--- src/rtl/network_access_controller.sv ---
// Requester-side controller for one mesh access port: queues client reads/writes, issues them to the network in order, and returns read data or a timeout error.
// Latency: accept -> IDLE pop +1, read/write strobe +2; response one cycle after readReady is sampled in WAIT.
// Backpressure: req_ready drops when the queue is full; a pending response holds stable until resp_ready.
//
// Ports:
//   clk, reset                  sole clock (rising edge), asynchronous active-low reset
//   req_valid/req_ready         client request handshake; req_write, req_addr, req_data payload
//   resp_valid/resp_ready       read response handshake; resp_data, resp_error payload
//   destinationAddressOut, readOut, writeOut, dataOut   drive the network access port
//   readReady, dataIn           read completion from the network access port
//
// Optional feature macro: ACCESS_PORT_TIMEOUT_EN (timeout counter and error response).
// Widths normally come from globalVariables.v; defaults below apply when it is not included.

`ifndef NETWORK_ADDRESS_WIDTH
`define NETWORK_ADDRESS_WIDTH 4
`endif
`ifndef CACHE_BANK_ADDRESS_WIDTH
`define CACHE_BANK_ADDRESS_WIDTH 4
`endif
`ifndef DATA_WIDTH
`define DATA_WIDTH 8
`endif

`define NAC_AW (`NETWORK_ADDRESS_WIDTH + `CACHE_BANK_ADDRESS_WIDTH)
`define NAC_DW (`DATA_WIDTH)

// Generic synchronous FIFO with combinational head read.
// Latency: a pushed entry is visible at the head the cycle after the push.
// Backpressure: pushes are dropped while full, pops ignored while empty; full ignores a same-cycle pop.
module nac_fifo #(
    parameter int WIDTH = 8,
    parameter int DEPTH = 4
) (
    input  logic             clk,
    input  logic             rst_n,
    input  logic             i_push,
    input  logic [WIDTH-1:0] i_push_dat,
    input  logic             i_pop,
    output logic [WIDTH-1:0] o_pop_dat,
    output logic             o_full,
    output logic             o_empty
);
    localparam int PW = $clog2(DEPTH);
    localparam logic [PW:0] FULL_CNT = (PW+1)'(DEPTH);

    logic [WIDTH-1:0] r_mem [DEPTH];
    logic [PW-1:0]    r_wr_ptr;
    logic [PW-1:0]    r_rd_ptr;
    logic [PW:0]      r_count;
    logic             w_push;
    logic             w_pop;

    assign o_full    = (r_count == FULL_CNT);
    assign o_empty   = (r_count == '0);
    assign w_push    = i_push && !o_full;
    assign w_pop     = i_pop && !o_empty;
    assign o_pop_dat = r_mem[r_rd_ptr];

    // Power-of-two depth: pointers wrap by natural overflow.
    always_ff @(posedge clk or negedge rst_n) begin
        if (!rst_n) begin
            r_wr_ptr <= '0;
            r_rd_ptr <= '0;
            r_count  <= '0;
        end else begin
            if (w_push) r_wr_ptr <= r_wr_ptr + 1'b1;
            if (w_pop)  r_rd_ptr <= r_rd_ptr + 1'b1;
            case ({w_push, w_pop})
                2'b10:   r_count <= r_count + 1'b1;
                2'b01:   r_count <= r_count - 1'b1;
                default: r_count <= r_count;
            endcase
        end
    end

    // Storage needs no reset: entries are only read after being written.
    always_ff @(posedge clk) begin
        if (w_push) r_mem[r_wr_ptr] <= i_push_dat;
    end
endmodule

module network_access_controller #(
    parameter int QUEUE_DEPTH    = 4,
    parameter int TIMEOUT_CYCLES = 64
) (
    input  logic               clk,
    input  logic               reset,
    input  logic               req_valid,
    output logic               req_ready,
    input  logic               req_write,
    input  logic [`NAC_AW-1:0] req_addr,
    input  logic [`NAC_DW-1:0] req_data,
    output logic               resp_valid,
    input  logic               resp_ready,
    output logic [`NAC_DW-1:0] resp_data,
    output logic               resp_error,
    output logic [`NAC_AW-1:0] destinationAddressOut,
    output logic               readOut,
    output logic               writeOut,
    output logic [`NAC_DW-1:0] dataOut,
    input  logic               readReady,
    input  logic [`NAC_DW-1:0] dataIn
);
    localparam int AW = `NAC_AW;
    localparam int DW = `NAC_DW;

    // Elaboration-time parameter legality checks.
    if (QUEUE_DEPTH < 2 || (QUEUE_DEPTH & (QUEUE_DEPTH - 1)) != 0) begin : g_bad_depth
        $error("QUEUE_DEPTH must be a power of two >= 2");
    end
    if (TIMEOUT_CYCLES < 2) begin : g_bad_timeout
        $error("TIMEOUT_CYCLES must be >= 2");
    end

    typedef struct packed {
        logic          write;
        logic [AW-1:0] addr;
        logic [DW-1:0] data;
    } req_t;

    typedef enum logic [1:0] {ST_IDLE, ST_ISSUE, ST_WAIT, ST_RESP} state_t;

    req_t          w_push_dat;
    req_t          w_head;
    logic          w_full;
    logic          w_empty;
    logic          w_pop;

    state_t        r_state;
    state_t        w_state_nxt;
    logic [AW-1:0] r_addr;
    logic [AW-1:0] w_addr_nxt;
    logic [DW-1:0] r_data;
    logic [DW-1:0] w_data_nxt;
    logic          r_wflag;
    logic          w_wflag_nxt;
    logic          r_rd;
    logic          w_rd_nxt;
    logic          r_wr;
    logic          w_wr_nxt;
    logic          r_resp_vld;
    logic          w_resp_vld_nxt;
    logic [DW-1:0] r_resp_dat;
    logic [DW-1:0] w_resp_dat_nxt;
`ifdef ACCESS_PORT_TIMEOUT_EN
    localparam int CW = $clog2(TIMEOUT_CYCLES);
    localparam logic [CW-1:0] CNT_LAST = CW'(TIMEOUT_CYCLES - 1);
    logic [CW-1:0] r_cnt;
    logic [CW-1:0] w_cnt_nxt;
    logic          r_resp_err;
    logic          w_resp_err_nxt;
`endif

    assign w_push_dat = '{write: req_write, addr: req_addr, data: req_data};
    assign req_ready  = !w_full;

    nac_fifo #(
        .WIDTH ($bits(req_t)),
        .DEPTH (QUEUE_DEPTH)
    ) u_req_q (
        .clk        (clk),
        .rst_n      (reset),
        .i_push     (req_valid),
        .i_push_dat (w_push_dat),
        .i_pop      (w_pop),
        .o_pop_dat  (w_head),
        .o_full     (w_full),
        .o_empty    (w_empty)
    );

    always_ff @(posedge clk or negedge reset) begin
        if (!reset) r_state <= ST_IDLE;
        else        r_state <= w_state_nxt;
    end

    always_comb begin
        w_state_nxt    = r_state;
        w_pop          = 1'b0;
        w_addr_nxt     = r_addr;
        w_data_nxt     = r_data;
        w_wflag_nxt    = r_wflag;
        w_rd_nxt       = 1'b0;
        w_wr_nxt       = 1'b0;
        w_resp_vld_nxt = r_resp_vld;
        w_resp_dat_nxt = r_resp_dat;
`ifdef ACCESS_PORT_TIMEOUT_EN
        w_cnt_nxt      = r_cnt;
        w_resp_err_nxt = r_resp_err;
`endif
        case (r_state)
            ST_IDLE: begin
                if (!w_empty) begin
                    w_pop       = 1'b1;
                    w_addr_nxt  = w_head.addr;
                    w_data_nxt  = w_head.data;
                    w_wflag_nxt = w_head.write;
                    w_state_nxt = ST_ISSUE;
                end
            end
            ST_ISSUE: begin
                // Strobe registers are set here so they are high for exactly the following cycle.
                w_rd_nxt = !r_wflag;
                w_wr_nxt = r_wflag;
                if (r_wflag) begin
                    w_state_nxt = ST_IDLE;
                end else begin
`ifdef ACCESS_PORT_TIMEOUT_EN
                    w_cnt_nxt   = '0;
`endif
                    w_state_nxt = ST_WAIT;
                end
            end
            ST_WAIT: begin
                // Data takes priority over a coincident timeout.
                if (readReady) begin
                    w_resp_dat_nxt = dataIn;
                    w_resp_vld_nxt = 1'b1;
`ifdef ACCESS_PORT_TIMEOUT_EN
                    w_resp_err_nxt = 1'b0;
`endif
                    w_state_nxt    = ST_RESP;
                end
`ifdef ACCESS_PORT_TIMEOUT_EN
                else if (r_cnt == CNT_LAST) begin
                    w_resp_dat_nxt = '0;
                    w_resp_err_nxt = 1'b1;
                    w_resp_vld_nxt = 1'b1;
                    w_state_nxt    = ST_RESP;
                end else begin
                    w_cnt_nxt = r_cnt + 1'b1;
                end
`endif
            end
            ST_RESP: begin
                if (resp_ready) begin
                    w_resp_vld_nxt = 1'b0;
                    w_state_nxt    = ST_IDLE;
                end
            end
            default: w_state_nxt = ST_IDLE;
        endcase
    end

    always_ff @(posedge clk or negedge reset) begin
        if (!reset) begin
            r_addr     <= '0;
            r_data     <= '0;
            r_wflag    <= 1'b0;
            r_rd       <= 1'b0;
            r_wr       <= 1'b0;
            r_resp_vld <= 1'b0;
            r_resp_dat <= '0;
`ifdef ACCESS_PORT_TIMEOUT_EN
            r_cnt      <= '0;
            r_resp_err <= 1'b0;
`endif
        end else begin
            r_addr     <= w_addr_nxt;
            r_data     <= w_data_nxt;
            r_wflag    <= w_wflag_nxt;
            r_rd       <= w_rd_nxt;
            r_wr       <= w_wr_nxt;
            r_resp_vld <= w_resp_vld_nxt;
            r_resp_dat <= w_resp_dat_nxt;
`ifdef ACCESS_PORT_TIMEOUT_EN
            r_cnt      <= w_cnt_nxt;
            r_resp_err <= w_resp_err_nxt;
`endif
        end
    end

    assign destinationAddressOut = r_addr;
    assign dataOut               = r_data;
    assign readOut               = r_rd;
    assign writeOut              = r_wr;
    assign resp_valid            = r_resp_vld;
    assign resp_data             = r_resp_dat;
`ifdef ACCESS_PORT_TIMEOUT_EN
    assign resp_error            = r_resp_err;
`else
    assign resp_error            = 1'b0;
`endif
endmodule

--- config.mk ---
export PLATFORM = sky130hd
export DESIGN_NAME = network_access_controller
export DESIGN_NICKNAME = d
export VERILOG_FILES = /design/src/rtl/network_access_controller.sv
export SDC_FILE = /design/constraint.sdc
export NUM_CORES = 1
export LEC_CHECK = 0
export BUFFER_PORTS_ARGS = -buffer_cell sky130_fd_sc_hd__buf_2
export CORE_MARGIN = 2
export CORE_UTILIZATION = 34
export DETAILED_ROUTE_END_ITERATION = 6
export PLACE_DENSITY = 0.58
export RECOVER_POWER = 50
export SLEW_MARGIN = 20
export SYNTH_ARGS = -nofsm -noshare
export SYNTH_HDL_FRONTEND = slang
export SYNTH_SLANG_ARGS = --single-unit
--- constraint.sdc ---
create_clock -name clk -period 4.5 [get_ports clk]
set_clock_uncertainty 0.2 [all_clocks]
set_input_delay 0.9 -clock clk [delete_from_list [all_inputs] [get_ports clk]]
set_output_delay 0.9 -clock clk [all_outputs]
set_load 0.01 [all_outputs]
==> flow_metrics.tcl, run 1 <==
set metrics [dict create \
    fin_area_sq_um 4740 \
    grt_max_degree 38 \
    postSynthAreaPerCell_sq_um 20.6 \
    ys_types 30 \
    final_cell_mix "68 x edfxtp_1, 38 x buf_2, 36 x dfrtp_1, 24 x mux2_2, 20 x clkbuf_1" \
    routed_via_density 4.69 \
    clock_path_buffers 2 \
    firstDrtPassIters 6 \
    syn_nets 232 \
    synth_ff_type "edfxtp_1" \
    area_growth_pct 17.3 \
    grtUsageTotal_pct 11.0 \
    ys_async_sr_fraction_pct 35.2 \
    start_kind "primary input" \
    fin_ws_ps 1810 \
    rsz0062_at_grt "false" \
    leakagePower_nw 1.80 \
    crit_family "buffers and inverters" \
    cts_resized 0 \
    drt-total-wl_um 6570 \
    cp-end-kind "async pin" \
    path_clk_slew_ps 70 \
    drt_iter0_drc 62 \
    fmax_mhz 372 \
    drv_slew 38 \
    synth_edf_count 68 \
    finalCriticalPeriod_ps 2690 \
    cpPeakStageDelay_ps 1450 \
    grt_overflow 0 \
    peakVddDrop_v 0.000201 \
    ant_nets 0 \
    diodes 0 \
    cts_tree "yes" \
    crit_chain "clkbuf_1" \
    maxCapViolations 1 \
    final_common_cell "edfxtp_1" \
    fillCellCount 1059 \
    post_cts_buffers 0 \
    p_int_mw 2.34 \
    cts_sinks 105 \
    holdBufCountCts 0 \
    required_ps 4180 \
    pwr_density_cell_nw_per_um2 687 \
    switching_share_pct 28.1 \
    io_buffers 57 \
    dieArea_sq_um 12800 \
    antenna_found_initial 0 \
    finalSetupTns_ps 0 \
    arrival_ps 2360 \
    final_layout_size_suffix_gt1_share_pct 33.2 \
    post-route-drc-count 6 \
    root_buffer "clkbuf_16" \
    syn_area_sq_um 4040 \
    maxSlewHeadroom_pct -37.8 \
    critPathBufInv 1 \
    switching_power_mw 0.917 \
    cts-buffers-inserted 9 \
    grt_pass1_wl_um 10500 \
    path_class "in -> async" \
    routed-via-count 1900 \
    failed_checks "design-rule violations, max-capacitance violations, max-slew violations" \
    yosys_warnings 0 \
    ys_seq_elements 105 \
    grt_pass1_vias 2051 \
    clkPwrFrac_pct 25.6 \
    htreeDepth 3 \
    die_h_um 113 \
    worst_pin_slew_ps 2070 \
    io_pins 59 \
    die_x_um 113 \
    fin_crit_sh_pct 59.7 \
    p_comb_share_pct 27.1 \
    outcome "finished with violations" \
    place_area_sq_um 4450 \
    seqPwrFrac_pct 47.4 \
    finalHoldViolCount 0 \
    core_sq_um 11500 \
    insertion_delay_ps 330 \
    cp_max_fo 37 \
    hold_class "reg -> reg" \
    slowest_stage "clkbuf_1" \
    gp_congestion 0.651 \
    initial_core_util_pct 35.1 \
    dp_hpwl_um 4110 \
    wl_per_cell_um 16.2 \
    yosysSeqAreaShare_pct 73.4 \
    nets 293 \
    placementRows 39 \
    netlist_instances 196 \
    setup_violations 0 \
    pre_cts_ws_ps 2020 \
]
[sequential cells by signal (all words and copies together), names as in the netlist, named ones only]
register	cells
u_req_q.r_mem	68
dataOut	8
destinationAddressOut	8
resp_data	8
u_req_q.r_count	3
u_req_q.r_rd_ptr	2
u_req_q.r_wr_ptr	2
r_state	1
r_wflag	1
readOut	1
resp_valid	1
writeOut	1
[final timing paths]
kind	cells after the start	start	endpoint	slack [ps]
setup / recovery	1	reset	u_req_q.r_rd_ptr[0]$_DFFE_PN0P_	1810
hold / removal	1	r_wflag$_DFFE_PN0P_	readOut$_DFF_PN0_	270
setup reg to reg	4	u_req_q.r_count[0]$_DFFE_PN0P_	destinationAddressOut[6]$_DFFE_PN0P_	2010
hold reg to reg	1	r_wflag$_DFFE_PN0P_	readOut$_DFF_PN0_	270
max in group clk	2	u_req_q.r_count[0]$_DFFE_PN0P_	req_ready	1990
min in group asynchronous	1	reset	resp_data[1]$_DFFE_PN0P_	960
[Yosys cell counts (2+ instances only)]
cell type | number | area, sq um
mux2_1 | 3 | 33.8
ha_1 | 5 | 62.6
and3_1 | 4 | 25.0
buf_6 | 2 | 22.5
nor2_1 | 2 | 7.51
xnor2_1 | 5 | 43.8
dfrtp_1 | 37 | 926
mux2_2 | 24 | 270
mux4_2 | 8 | 180
o21ai_0 | 2 | 10.0
edfxtp_1 | 68 | 2040
buf_2 | 4 | 20.0
nand2_1 | 4 | 15.0
inv_1 | 4 | 15.0
mux4_1 | 9 | 236
[kinds of logic after synthesis]
kind of cell	Yosys count	share of synthesized area, %
simple gates	19	2.88
mux	44	17.8
xor+xnor	6	1.30
compound gates	3	0.371
buf+inv	12	2.10
fa+ha+maj	6	2.04
other cells	1	0.0927
flops	105	73.4
[power groups by stage]
stage          Sequential [mW]  Clock [mW]  Combinational, mW
6_report                  1.54       0.833              0.882
4_1_cts                   1.56       0.855              0.916
2_1_floorplan             1.52           0              0.687
3_5_place_dp              1.58           0              0.915
3_3_place_gp              1.56           0              0.902
5_1_grt                   1.59       0.898              0.977
[routing by layer]
layer	wire length (um)	up-vias	track usage, %
met4	71	0	4.63
met5	0	-	0
met2	3310	45	18.2
li1	-	881	-
met1	2880	969	14.0
met3	301	5	2.73
[final cells by class]
| type | instances | area (sq um) | area share, % |
|---|---|---|---|
| multi-input combinational | 79 | 988 | 20.8 |
| clock buffer | 10 | 239 | 5.04 |
| sequential | 105 | 2970 | 62.6 |
| inverter | 4 | 15.0 | 0.316 |
| clock inverter | 6 | 88.8 | 1.87 |
| timing repair buffer | 58 | 265 | 5.59 |
| tap | 143 | 179 | 3.77 |
[per-stage QoR]
stage,cells,power [mW],util [%],hold slack (ps)
after global placement,389,2.46,38.6,250
after CTS,405,3.33,41.4,269
after floorplan,196,2.21,-,223
after global routing,405,3.47,41.2,296
after detailed placement,389,2.49,38.6,259
final,405,3.26,41.2,270
No activity file was read; power rests on OpenSTA's default activity.
==> run 2: changes to the inputs <==
--- a/config.mk
+++ b/config.mk
@@ -9,7 +9,7 @@
 export CORE_MARGIN = 2
 export CORE_UTILIZATION = 34
 export DETAILED_ROUTE_END_ITERATION = 6
-export PLACE_DENSITY = 0.58
+export PLACE_DENSITY = 0.6
 export RECOVER_POWER = 50
 export SLEW_MARGIN = 20
 export SYNTH_ARGS = -nofsm -noshare
==> constraint.sdc (replaced) <==
create_clock -name clk -period 2.35 [get_ports clk]
set_clock_uncertainty 0.2 [all_clocks]
set_input_delay 0.47 -clock clk [delete_from_list [all_inputs] [get_ports clk]]
set_output_delay 0.47 -clock clk [all_outputs]
set_load 0.01 [all_outputs]
==> flow_metrics.tcl, run 2 (same netlist as run 1, synthesis figures left out) <==
set metrics [dict create \
    final_common_cell "edfxtp_1" \
    grt_overflow 0 \
    drt-total-wl_um 6830 \
    switching_share_pct 28.9 \
    post_cts_buffers 0 \
    seqPwrFrac_pct 45.1 \
    required_ps 2360 \
    pwr_density_cell_nw_per_um2 1290 \
    switching_power_mw 1.79 \
    highest_layer "met4" \
    crit_family "adder cells" \
    routed_via_density 4.67 \
    crit_chain "or3b_1 -> and2_4 -> inv_1 -> ha_2 -> fa_1 -> mux2_2" \
    largest_register_ffs 68 \
    whs_path_depth 2 \
    cpPeakStageDelay_ps 440 \
    finalSetupTns_ps 0 \
    cts_tree "yes" \
    top_register "u_req_q.r_mem" \
    final_layout_size_suffix_gt1_share_pct 32.8 \
    slowest_stage "dfrtp_2" \
    wl_per_cell_um 16.4 \
    htreeDepth 3 \
    cts-buffers-inserted 9 \
    cp_max_fo 4 \
    clock_path_buffers 2 \
    initial_core_util_pct 35.1 \
    maxSlewHeadroom_pct 47.3 \
    maxCapViolations 0 \
    antenna_found_initial 0 \
    finalCriticalPeriod_ps 2260 \
    grtUsageTotal_pct 11.0 \
    io_pins 59 \
    cts_sinks 105 \
    root_buffer "clkbuf_16" \
    area_growth_pct 18.6 \
    critPathBufInv 1 \
    ant_nets 0 \
    reg2reg_depth 6 \
    outcome "finished with violations" \
    dieArea_sq_um 12800 \
    grt_pass1_wl_um 10500 \
    path_class "reg -> reg" \
    clkPwrFrac_pct 23.3 \
    die_x_um 113 \
    fin_crit_sh_pct 96.2 \
    met2_length_um 3530 \
    cp-end-kind "flip-flop" \
    firstDrtPassIters 6 \
    fmax_mhz 442 \
    post-route-drc-count 6 \
    setup_violations 0 \
    arrival_ps 2280 \
    dp_hpwl_um 4330 \
    rsz0062_at_grt "false" \
    path_clk_slew_ps 70 \
    diodes 0 \
    drv_slew 0 \
    grt_max_degree 20 \
    wl_met3_um 346 \
    grt_pass1_vias 1981 \
    p_int_mw 4.41 \
    die_h_um 113 \
    gp_congestion 0.702 \
    start_kind "flip-flop" \
    placementRows 39 \
    finalHoldViolCount 0 \
    leakagePower_nw 1.82 \
    drt_iter0_drc 83 \
    peakVddDrop_v 0.000388 \
    wl_met1_um 2920 \
    io_buffers 57 \
    insertion_delay_ps 330 \
    p_comb_share_pct 31.5 \
    final_core_util_pct 41.6 \
    final_cell_mix "68 x edfxtp_1, 36 x dfrtp_1, 30 x clkbuf_1, 30 x buf_2, 24 x mux2_2" \
    core_sq_um 11500 \
    routed-via-count 1949 \
    nets 305 \
    worst_pin_slew_ps 790 \
    worst-path-stages 6 \
    failed_checks "design-rule violations" \
    hold_class "in -> reg" \
]
-- run 2: changes by cell type in the layout (fill, tap and decap cells not counted), moves of 3 or more --
| cell | change |
|---|---|
| clkbuf_1 | +10 |
| buf_4 | +9 |
| buf_2 | -8 |
| clkinv_4 | +3 |
-- run 2: path summary, 6_finish.rpt --
kind | end | start | slack (ps)
hold reg to reg | readOut$_DFF_PN0_ | r_wflag$_DFFE_PN0P_ | 280
min in group asynchronous | resp_data[5]$_DFFE_PN0P_ | reset | 560
max in group asynchronous | dataOut[0]$_DFFE_PN0P_ | reset | 420
setup reg to reg | u_req_q.r_count[1]$_DFFE_PN0P_ | u_req_q.r_count[0]$_DFFE_PN0P_ | 90
hold / removal | resp_data[4]$_DFFE_PN0P_ | dataIn[4] | 170
setup / recovery | u_req_q.r_count[1]$_DFFE_PN0P_ | u_req_q.r_count[0]$_DFFE_PN0P_ | 90
-- run 2: metrics by stage --
step | hold slack, ps | cells | power (mW) | setup WS, ps | instance area, sq um
5_1_grt | 163 | 417 | 6.59 | 19.1 | 4800
3_3_place_gp | 197 | 400 | 4.81 | 127 | 4530
2_1_floorplan | -25.6 | 196 | 4.23 | 53.3 | 4040
3_5_place_dp | 200 | 400 | 4.87 | 53.0 | 4530
4_1_cts | 142 | 417 | 6.34 | 43.7 | 4840
6_report | 170 | 417 | 6.20 | 88.6 | 4800
-- run 2: final cells by class --
type	count	area (sq um)
clock buffer	10	229
clock inverter	6	68.8
fill	1069	6720
inverter	4	15.0
multi-input combinational	79	993
sequential	105	2970
tap	143	179
timing repair buffer	70	342
-- run 2: routing by layer --
layer  global-route usage, %  vias up
li1                        -      902
met1                    13.1      998
met2                    19.5       47
met3                    2.89        2
met4                    3.66        0
met5                       0        -
-- run 2: power by group through the flow --
stage	Clock, mW	Sequential, mW	Combinational, mW
after floorplan	0	2.91	1.32
after global placement	0	2.82	1.99
after detailed placement	0	2.84	2.03
after CTS	1.50	2.80	2.04
after global routing	1.57	2.86	2.16
final	1.45	2.80	1.96
-- run 2: repair_timing --
action,CTS,global route
hold endpoints to repair,12,0
hold buffers,1,0
endpoints found under the setup margin,0,2
gates resized for setup,0,2
